### config.mk
export PLATFORM = sky130hd
export DESIGN_NAME = flght_sched
export DESIGN_NICKNAME = d
export VERILOG_FILES = /design/src/rtl/flght_sched.sv
export SDC_FILE = /design/constraint.sdc
export NUM_CORES = 1
export LEC_CHECK = 0
export CORE_MARGIN = 1.5
export CORE_UTILIZATION = 25
export DETAILED_ROUTE_END_ITERATION = 7
export PLACE_DENSITY = 0.43
export SETUP_SLACK_MARGIN = 0.2
export SYNTH_ARGS = -nofsm -noshare
export SYNTH_HDL_FRONTEND = slang
export SYNTH_SLANG_ARGS = --single-unit
### constraint.sdc
create_clock -name clk -period 7.6 [get_ports clk]
set_input_delay 1.9 -clock clk [delete_from_list [all_inputs] [get_ports clk]]
set_output_delay 1.9 -clock clk [all_outputs]
set_load 0.02 [all_outputs]
### src/rtl/flght_sched.sv
// flght_sched: flight-mode sequencer in front of flght_cntrl.
// Runs the arming sequence: inertial calibration, soft thrust ramp, pilot
// pass-through in flight, and a controlled ramp-down on stop request or
// loss of inertial readings. Every output is registered.
//
// Ports
//   clk            system clock
//   rst            synchronous active-high reset
//   strt_cal       one-cycle arm/calibrate request
//   mtrs_off       one-cycle stop-motors request
//   cal_done       calibration-complete pulse from the inertial interface
//   vld            new inertial reading valid
//   thrst_cmd      commanded thrust (unsigned, 9 bit)
//   d_*_cmd        commanded pitch/roll/yaw (signed, 16 bit)
//   inertial_cal   motors at calibration speed
//   thrst          thrust to flght_cntrl
//   d_ptch/roll/yaw desired attitude to flght_cntrl
//   mtrs_en        motor drivers enabled
//   cal_err        sticky calibration-timeout flag
//   state          current state encoding
//
// state | meaning
// ------+---------------------------------------------------------------
// IDLE  | motors off, waiting for strt_cal
// CAL   | inertial calibration running, bounded by CAL_TMO clocks
// RAMP  | thrust climbs +1 every RAMP_DIV vld pulses toward thrst_cmd
// FLY   | pilot commands passed through with one clock of latency
// LAND  | thrust falls -1 every LAND_DIV clocks, then IDLE
// FAULT | calibration timed out; motors off, cal_err held until strt_cal
module flght_sched #(
  parameter int CAL_TMO  = 1000000,
  parameter int RAMP_DIV = 4,
  parameter int WDOG     = 500000,
  parameter int LAND_DIV = 2048
) (
  input  logic               clk,
  input  logic               rst,
  input  logic               strt_cal,
  input  logic               mtrs_off,
  input  logic               cal_done,
  input  logic               vld,
  input  logic [8:0]         thrst_cmd,
  input  logic signed [15:0] d_ptch_cmd,
  input  logic signed [15:0] d_roll_cmd,
  input  logic signed [15:0] d_yaw_cmd,
  output logic               inertial_cal,
  output logic [8:0]         thrst,
  output logic signed [15:0] d_ptch,
  output logic signed [15:0] d_roll,
  output logic signed [15:0] d_yaw,
  output logic               mtrs_en,
  output logic               cal_err,
  output logic [2:0]         state
);

  localparam int CAL_W  = (CAL_TMO  > 1) ? $clog2(CAL_TMO)  : 1;
  localparam int DIV_W  = (RAMP_DIV > 1) ? $clog2(RAMP_DIV) : 1;
  localparam int WD_W   = (WDOG     > 1) ? $clog2(WDOG)     : 1;
  localparam int LAND_W = (LAND_DIV > 1) ? $clog2(LAND_DIV) : 1;

  localparam logic [CAL_W-1:0]  CAL_LAST  = CAL_W'(CAL_TMO - 1);
  localparam logic [DIV_W-1:0]  DIV_LAST  = DIV_W'(RAMP_DIV - 1);
  localparam logic [WD_W-1:0]   WD_LAST   = WD_W'(WDOG - 1);
  localparam logic [LAND_W-1:0] LAND_LAST = LAND_W'(LAND_DIV - 1);

  typedef enum logic [2:0] {
    IDLE  = 3'd0,
    CAL   = 3'd1,
    RAMP  = 3'd2,
    FLY   = 3'd3,
    LAND  = 3'd4,
    FAULT = 3'd5,
    RSV6  = 3'd6,
    RSV7  = 3'd7
  } state_t;

  state_t             st, st_nxt;
  logic [CAL_W-1:0]   cal_cnt, cal_cnt_nxt;
  logic [DIV_W-1:0]   div_cnt, div_cnt_nxt;
  logic [WD_W-1:0]    wd_cnt, wd_cnt_nxt;
  logic [LAND_W-1:0]  land_cnt, land_cnt_nxt;
  logic [8:0]         thrst_nxt;
  logic signed [15:0] ptch_nxt, roll_nxt, yaw_nxt;
  logic               cal_err_nxt, ical_nxt, en_nxt, wd_exp;

  assign state = st;

  always_ff @(posedge clk) begin
    if (rst) begin
      st           <= IDLE;
      thrst        <= '0;
      d_ptch       <= '0;
      d_roll       <= '0;
      d_yaw        <= '0;
      inertial_cal <= 1'b0;
      mtrs_en      <= 1'b0;
      cal_err      <= 1'b0;
      cal_cnt      <= '0;
      div_cnt      <= '0;
      wd_cnt       <= '0;
      land_cnt     <= '0;
    end else begin
      st           <= st_nxt;
      thrst        <= thrst_nxt;
      d_ptch       <= ptch_nxt;
      d_roll       <= roll_nxt;
      d_yaw        <= yaw_nxt;
      inertial_cal <= ical_nxt;
      mtrs_en      <= en_nxt;
      cal_err      <= cal_err_nxt;
      cal_cnt      <= cal_cnt_nxt;
      div_cnt      <= div_cnt_nxt;
      wd_cnt       <= wd_cnt_nxt;
      land_cnt     <= land_cnt_nxt;
    end
  end

  always_comb begin
    st_nxt       = st;
    thrst_nxt    = thrst;
    ptch_nxt     = d_ptch;
    roll_nxt     = d_roll;
    yaw_nxt      = d_yaw;
    cal_err_nxt  = cal_err;
    cal_cnt_nxt  = cal_cnt;
    div_cnt_nxt  = div_cnt;
    wd_cnt_nxt   = wd_cnt;
    land_cnt_nxt = land_cnt;
    wd_exp       = 1'b0;

    case (st)
      IDLE: begin
        if (strt_cal) begin
          st_nxt      = CAL;
          cal_cnt_nxt = '0;
        end
      end

      CAL: begin
        cal_cnt_nxt = cal_cnt + 1'b1;
        if (mtrs_off) begin
          st_nxt = IDLE;
        end else if (cal_done) begin
          st_nxt      = RAMP;
          div_cnt_nxt = '0;
          wd_cnt_nxt  = '0;
        end else if (cal_cnt == CAL_LAST) begin
          st_nxt      = FAULT;
          cal_err_nxt = 1'b1;
        end
      end

      RAMP, FLY: begin
        // A reading arriving on the last allowed clock still counts as
        // fresh, so expiry needs the count at its limit and no vld.
        wd_exp     = !vld && (wd_cnt == WD_LAST);
        wd_cnt_nxt = vld ? '0 : wd_cnt + 1'b1;
        if (mtrs_off || wd_exp) begin
          // Thrust is frozen at its current value; LAND ramps it down.
          st_nxt       = LAND;
          land_cnt_nxt = '0;
        end else if (st == FLY) begin
          thrst_nxt = thrst_cmd;
          ptch_nxt  = d_ptch_cmd;
          roll_nxt  = d_roll_cmd;
          yaw_nxt   = d_yaw_cmd;
        end else if (vld) begin
          if (div_cnt == DIV_LAST) begin
            div_cnt_nxt = '0;
            if (thrst < thrst_cmd) begin
              thrst_nxt = thrst + 1'b1;
            end else begin
              // Also catches a command lowered below the current thrust.
              thrst_nxt = thrst_cmd;
              st_nxt    = FLY;
              ptch_nxt  = d_ptch_cmd;
              roll_nxt  = d_roll_cmd;
              yaw_nxt   = d_yaw_cmd;
            end
          end else begin
            div_cnt_nxt = div_cnt + 1'b1;
          end
        end
      end

      LAND: begin
        if (thrst == '0) begin
          st_nxt = IDLE;
        end else if (land_cnt == LAND_LAST) begin
          land_cnt_nxt = '0;
          thrst_nxt    = thrst - 1'b1;
          // Leave on the same edge the last step lands at zero.
          if (thrst == 9'd1) st_nxt = IDLE;
        end else begin
          land_cnt_nxt = land_cnt + 1'b1;
        end
      end

      FAULT: begin
        if (strt_cal) begin
          st_nxt      = CAL;
          cal_cnt_nxt = '0;
          cal_err_nxt = 1'b0;
        end
      end

      default: st_nxt = IDLE;
    endcase

    // Outputs follow the state being entered so they change on the same edge.
    if (st_nxt != FLY) begin
      ptch_nxt = '0;
      roll_nxt = '0;
      yaw_nxt  = '0;
    end
    if (!(st_nxt inside {RAMP, FLY, LAND})) thrst_nxt = '0;
    ical_nxt = (st_nxt == CAL);
    en_nxt   = st_nxt inside {CAL, RAMP, FLY, LAND};
  end

endmodule

# Yosys cells after proc, flatten, opt, wreduce, memory -nomap -nowiden
# Cells that the tools add are included.
dict set report op_classes {
  n_lt_le_gt_ge 1
  n_addsub 6
  mux 55
  n_reduce_logical 24
  n_bitwise 2
  eq_ne 30
}
# cell n
set op_table {}
lappend op_table {{16-bit 2-to-1 mux} 12}
lappend op_table {{9-bit 2-to-1 mux} 7}
lappend op_table {{19-bit 2-to-1 mux} 3}
lappend op_table {{20-bit case mux with 2 select lines} 1}
lappend op_table {{19-bit case mux with 2 select lines} 1}
lappend op_table {{3-bit 2-to-1 mux} 12}
lappend op_table {{11-bit 2-to-1 mux} 3}
lappend op_table {{2-bit != test, second input constant} 12}
lappend op_table {{11-bit case mux with 2 select lines} 1}
lappend op_table {{20-bit by 1-bit adder with 20-bit output, second input constant} 1}
lappend op_table {{20-bit == test, second input constant} 1}
lappend op_table {{20-bit 2-to-1 mux} 1}
lappend op_table {{19-bit by 1-bit adder with 19-bit output, second input constant} 1}
lappend op_table {{19-bit == test, second input constant} 1}
lappend op_table {{9-bit case mux with 2 select lines} 1}
lappend op_table {{3-bit by 2-bit == test with 1-bit output, second input constant} 4}
lappend op_table {{2-bit 2-to-1 mux} 6}
lappend op_table {{3-bit case mux with 4 select lines} 1}
lappend op_table {{6-bit AND reduction} 2}
lappend op_table {{2-bit nonzero test} 6}
lappend op_table {{11-bit by 1-bit adder with 11-bit output, second input constant} 1}
lappend op_table {{11-bit == test, second input constant} 1}
lappend op_table {{5-bit AND reduction} 2}
lappend op_table {{9-bit by 1-bit adder with 9-bit output, second input constant} 1}
lappend op_table {{24 further kinds} 36}
dict set report totals {
  ff_bits 115
  input_bits 63
  elab_cells 130
  out_inout_bits 63
}

# Longest topological paths before layout
dict set report logic_depth {
  ltp_word 11
  depth_mapped 10
  mapped_depth_nobuf 8
}

# Worst setup path after synthesis
# OpenSTA, ideal clock, no wires.
dict set report synth_timing {
  path_type {input-to-reg}
  startpoint {input port thrst_cmd[2]}
  endpoint {register d_ptch[0]}
  setup_time_ns 0.135
  required_ns 7.465
  slack_ns 3.858
  path_buffers 2
  stages 10
  arrival_ns 3.607
  path_cell_list {inv_1 ha_1 a211oi_2 o221ai_2 a21o_1 a31o_2 a21oi_2 buf_2 buf_4 a211oi_1}
}
dict set report synth_via {
  elab_chain_cells 9
  elab_cells_between_ends 11
  classes_between {order compare: 1; eq/ne: 2; mux: 6; reduce/logical: 2}
}
# item line
set synth_rtl {}
lappend synth_rtl {{start: declaration} 42} ;# input logic [8:0] thrst_cmd,
lappend synth_rtl {{9-bit < comparator *} 170} ;# if (thrst < thrst_cmd) begin
lappend synth_rtl {{3-bit 2-to-1 mux} 170}
lappend synth_rtl {{3-bit 2-to-1 mux} 168} ;# if (div_cnt == DIV_LAST) begin
lappend synth_rtl {{3-bit 2-to-1 mux} 167} ;# end else if (vld) begin
lappend synth_rtl {{3-bit 2-to-1 mux} 162} ;# end else if (st == FLY) begin
lappend synth_rtl {{3-bit 2-to-1 mux} 158} ;# if (mtrs_off || wd_exp) begin
lappend synth_rtl {{3-bit case mux with 4 select lines} 131} ;# case (st)
lappend synth_rtl {{3-bit by 2-bit != test with 1-bit output} 211} ;# if (st_nxt != FLY) begin
lappend synth_rtl {{2-bit OR reduction (no line)} -}
lappend synth_rtl {{end signal: assignment} 105} ;# d_ptch <= ptch_nxt;
lappend synth_rtl {{end: declaration} 48} ;# output logic signed [15:0] d_ptch,
# Mark *: on every way between the ends. The rest lies on a longest branch, timed or not.
# A chain may end at the register's enable or synchronous reset.

# Worst setup path after layout
dict set report layout_timing {
  startpoint {input port thrst_cmd[2]}
  endpoint {register d_ptch[5]}
}
# The elaborated chain is that of the path after synthesis.

==> results.cfg <==
[sta]
relSlewSlack = 0.516
maxSlewViolCount = 0
setup_viol = 0
whs_ps = 489
fin_crit_sh = 0.635
tightest_slew_ps = 725
fmax_mhz = 207
tns_ps = 0
hold_viol_final = 0
clock-skew-final_ps = 11.7
rsz0062_at_grt = no
min_period_ps = 4830

[place]
numPortBuffers = 125
routabilityCongestion = 0.791
dp_hpwl_um = 12200

[logic_synthesis]
muxShareOfSynthArea = 0.00332
synth_adder_area_share = 0.0311
synth_fp_nets = 798
synth_ff_type = dfxtp_1
synth_area_um2 = 6030
synth_seq_area_share = 0.382
avgSynthCellArea_um2 = 8.38
synth_compound_area_frac = 0.239
synth_top_family_by_area = compound AO/OA/AOI/OAI gates
ys_warn_count = 0
synth-xor-area-share = 0.0464
yosys.cell_types.count = 77
ys_ff_latch = 115
synth-simple-area-share = 0.239
async_flop_share = 0
synth_edf_count = 0
syn_inst = 720

[cells_and_area]
layout_common_cells = clkdlybuf4s50_1, dfxtp_1, nand3_1
area_growth_syn_to_layout_pct = 33.7
n_antenna_cell = 0
fill_cells = 2498
layout_commonest_cell = clkdlybuf4s50_1
nets = 896
drive_gt1_frac = 0.0758

[clocking]
clk_pin_slew_ps = 60
post_cts_buffers = 0
root_buffer = clkbuf_16
ctsHoldBuffers = 0
clock_latency_ps = 420
clkSinkCount = 115
cts_tree = yes
clockBufferDepth = 2
numCtsBuffers = 17
ctsResizeCount = 0
htree_levels = 4

[grt]
grt_pass1_wl_um = 29600
grt_pass1_vias = 5412
grt_use_total = 0.151
grt-ovfl-total = 0
antenna_found_initial = 0
grt_max_degree = 50

[critical_path]
path_class = primary input to register
cp_max_fo = 49
crit_start = thrst_cmd[2]
r2r_cells = 9
worstReg2RegStart = thrst[2]$_SDFFE_PP0P_
critPathLaunchType = primary input
reg2reg_slack_ps = 4060
end_kind = register
crit_required_ps = 7880
r2r-end = d_ptch[5]$_SDFFE_PP0P_
critPathArrivalTime_ps = 5100

[status]
status = complete, no violations

[power]
power_density_nw_per_um2 = 187
ir_worst_vdd_mv = 0.118
p_leak_nw = 2.66

[floorplan]
die_area_um2 = 25100
die_w_um = 158
core-area_um2 = 23600
start_util = 0.256
die_h_um = 158
row_count = 56
ios = 126

[drt]
post-route-drc-count = 0
wl_um = 18700
post_drt_wl_per_cell_um = 16.3
antenna_left = 0
drt_first_pass_iters = 4
vias = 5612
vias_per_cell = 4.88
first_iter_violations = 356

[min_path]
hold_depth = 2
min_from = d_yaw[11]$_SDFFE_PP0P_
holdPathEnd = d_yaw[11]$_SDFFE_PP0P_
hold_path_class = register to register

[run]
maxCapViolCount = 0
## through the flow
step	cells	setup slack, ps	area [um^2]	power (W)	utilization
CTS	1150	2760	8070	0.00154	0.342
global placement	1118	2390	7490	0.000724	0.317
detailed placement	1118	2310	7490	0.000724	0.317
global route	1150	2590	8070	0.00157	0.342
finish	1150	2770	8070	0.00151	0.342
floorplan	720	3860	6030	0.000670	-
## synthesized netlist by cell type (3+ instances only)
| library cell | count | area, um^2 |
|---|---|---|
| buf_1 | 3 | 11.3 |
| nand2_1 | 37 | 139 |
| and3_1 | 12 | 75.1 |
| o21ai_0 | 52 | 260 |
| xnor2_1 | 6 | 52.6 |
| a21oi_2 | 4 | 35.0 |
| a31oi_1 | 7 | 43.8 |
| a22oi_1 | 3 | 22.5 |
| a311oi_1 | 3 | 26.3 |
| buf_6 | 3 | 33.8 |
| dfxtp_1 | 115 | 2300 |
| or3_1 | 7 | 43.8 |
| buf_4 | 7 | 52.6 |
| nand3b_1 | 5 | 37.5 |
| and4_1 | 4 | 35.0 |
| nor2_1 | 71 | 267 |
| o21ai_1 | 19 | 95.1 |
| inv_1 | 23 | 86.3 |
| nor4b_1 | 5 | 43.8 |
| a21o_1 | 6 | 45.0 |
| o21bai_1 | 4 | 30.0 |
| nand3_1 | 74 | 370 |
| nor3_1 | 7 | 35.0 |
| o22ai_1 | 4 | 25.0 |
| nand2b_1 | 4 | 25.0 |
| nor2b_1 | 5 | 31.3 |
| xor2_1 | 26 | 228 |
| a21oi_1 | 21 | 105 |
| buf_2 | 20 | 100 |
| ha_1 | 15 | 188 |
| a211oi_1 | 53 | 398 |
| o211ai_1 | 3 | 22.5 |
| o31a_1 | 3 | 26.3 |
| nand4_1 | 15 | 93.8 |
| clkbuf_1 | 20 | 75.1 |
## routing by layer
metal / vias up / track usage / part of all wire
met5: - / 0 / 0
met4: 0 / 0.0432 / 0.011
met3: 16 / 0.0648 / 0.083
met2: 126 / 0.226 / 0.43
met1: 2625 / 0.197 / 0.48
li1: 2845 / - / -
## worst max-delay path by stage
stage	to	cells past startpoint
floorplan	d_ptch[0]$_SDFFE_PP0P_	10
global placement	d_ptch[9]$_SDFFE_PP0P_	11
global route	d_ptch[5]$_SDFFE_PP0P_	11
detailed placement	d_ptch[8]$_SDFFE_PP0P_	11
CTS	d_yaw[0]$_SDFFE_PP0P_	11
finish	d_ptch[5]$_SDFFE_PP0P_	11
## worst max-delay path: stages
cell and delay (ps):
clkdlybuf4s50_1 460, inv_1 50, ha_1 320, a211oi_2 220, o221ai_2 160, a21o_1 250, a31o_2 260, buf_4 290
a21oi_4 630, buf_4 430, a211oi_1 90
## power breakdown
group | switching, W | total (W) | internal [W]
Clock | 0.000335 | 0.000804 | 0.000469
Sequential | 0.00000433 | 0.000609 | 0.000605
Combinational | 0.0000560 | 0.0000995 | 0.0000435
## sequential cells by signal, indices dropped and copies added, names as in the netlist
signal        flops
state             3
d_roll           16
d_ptch           16
cal_cnt          20
land_cnt         11
inertial_cal      1
cal_err           1
mtrs_en           1
wd_cnt           19
thrst             9
div_cnt           2
d_yaw            16
## logic make-up after synthesis
logic type,count (synthesis)
buffers and inverters,76
AND/OR/NAND/NOR,268
adder cells (fa/ha/maj),15
multiplexers,2
XOR/XNOR,32
AO/OA/AOI/OAI,212
flip-flops,115
## area by class of cell
type                            count  area, um^2  share of cell area
Tap cell                          319         399              0.0495
Timing Repair Buffer              132        1300               0.162
Clock inverter                     14         144              0.0178
Multi-Input combinational cell    529        3400               0.421
Sequential cell                   115        2300               0.285
Inverter                           23        86.3              0.0107
Clock buffer                       18         439              0.0544
Note: power is estimated with default switching activity, not from simulation.
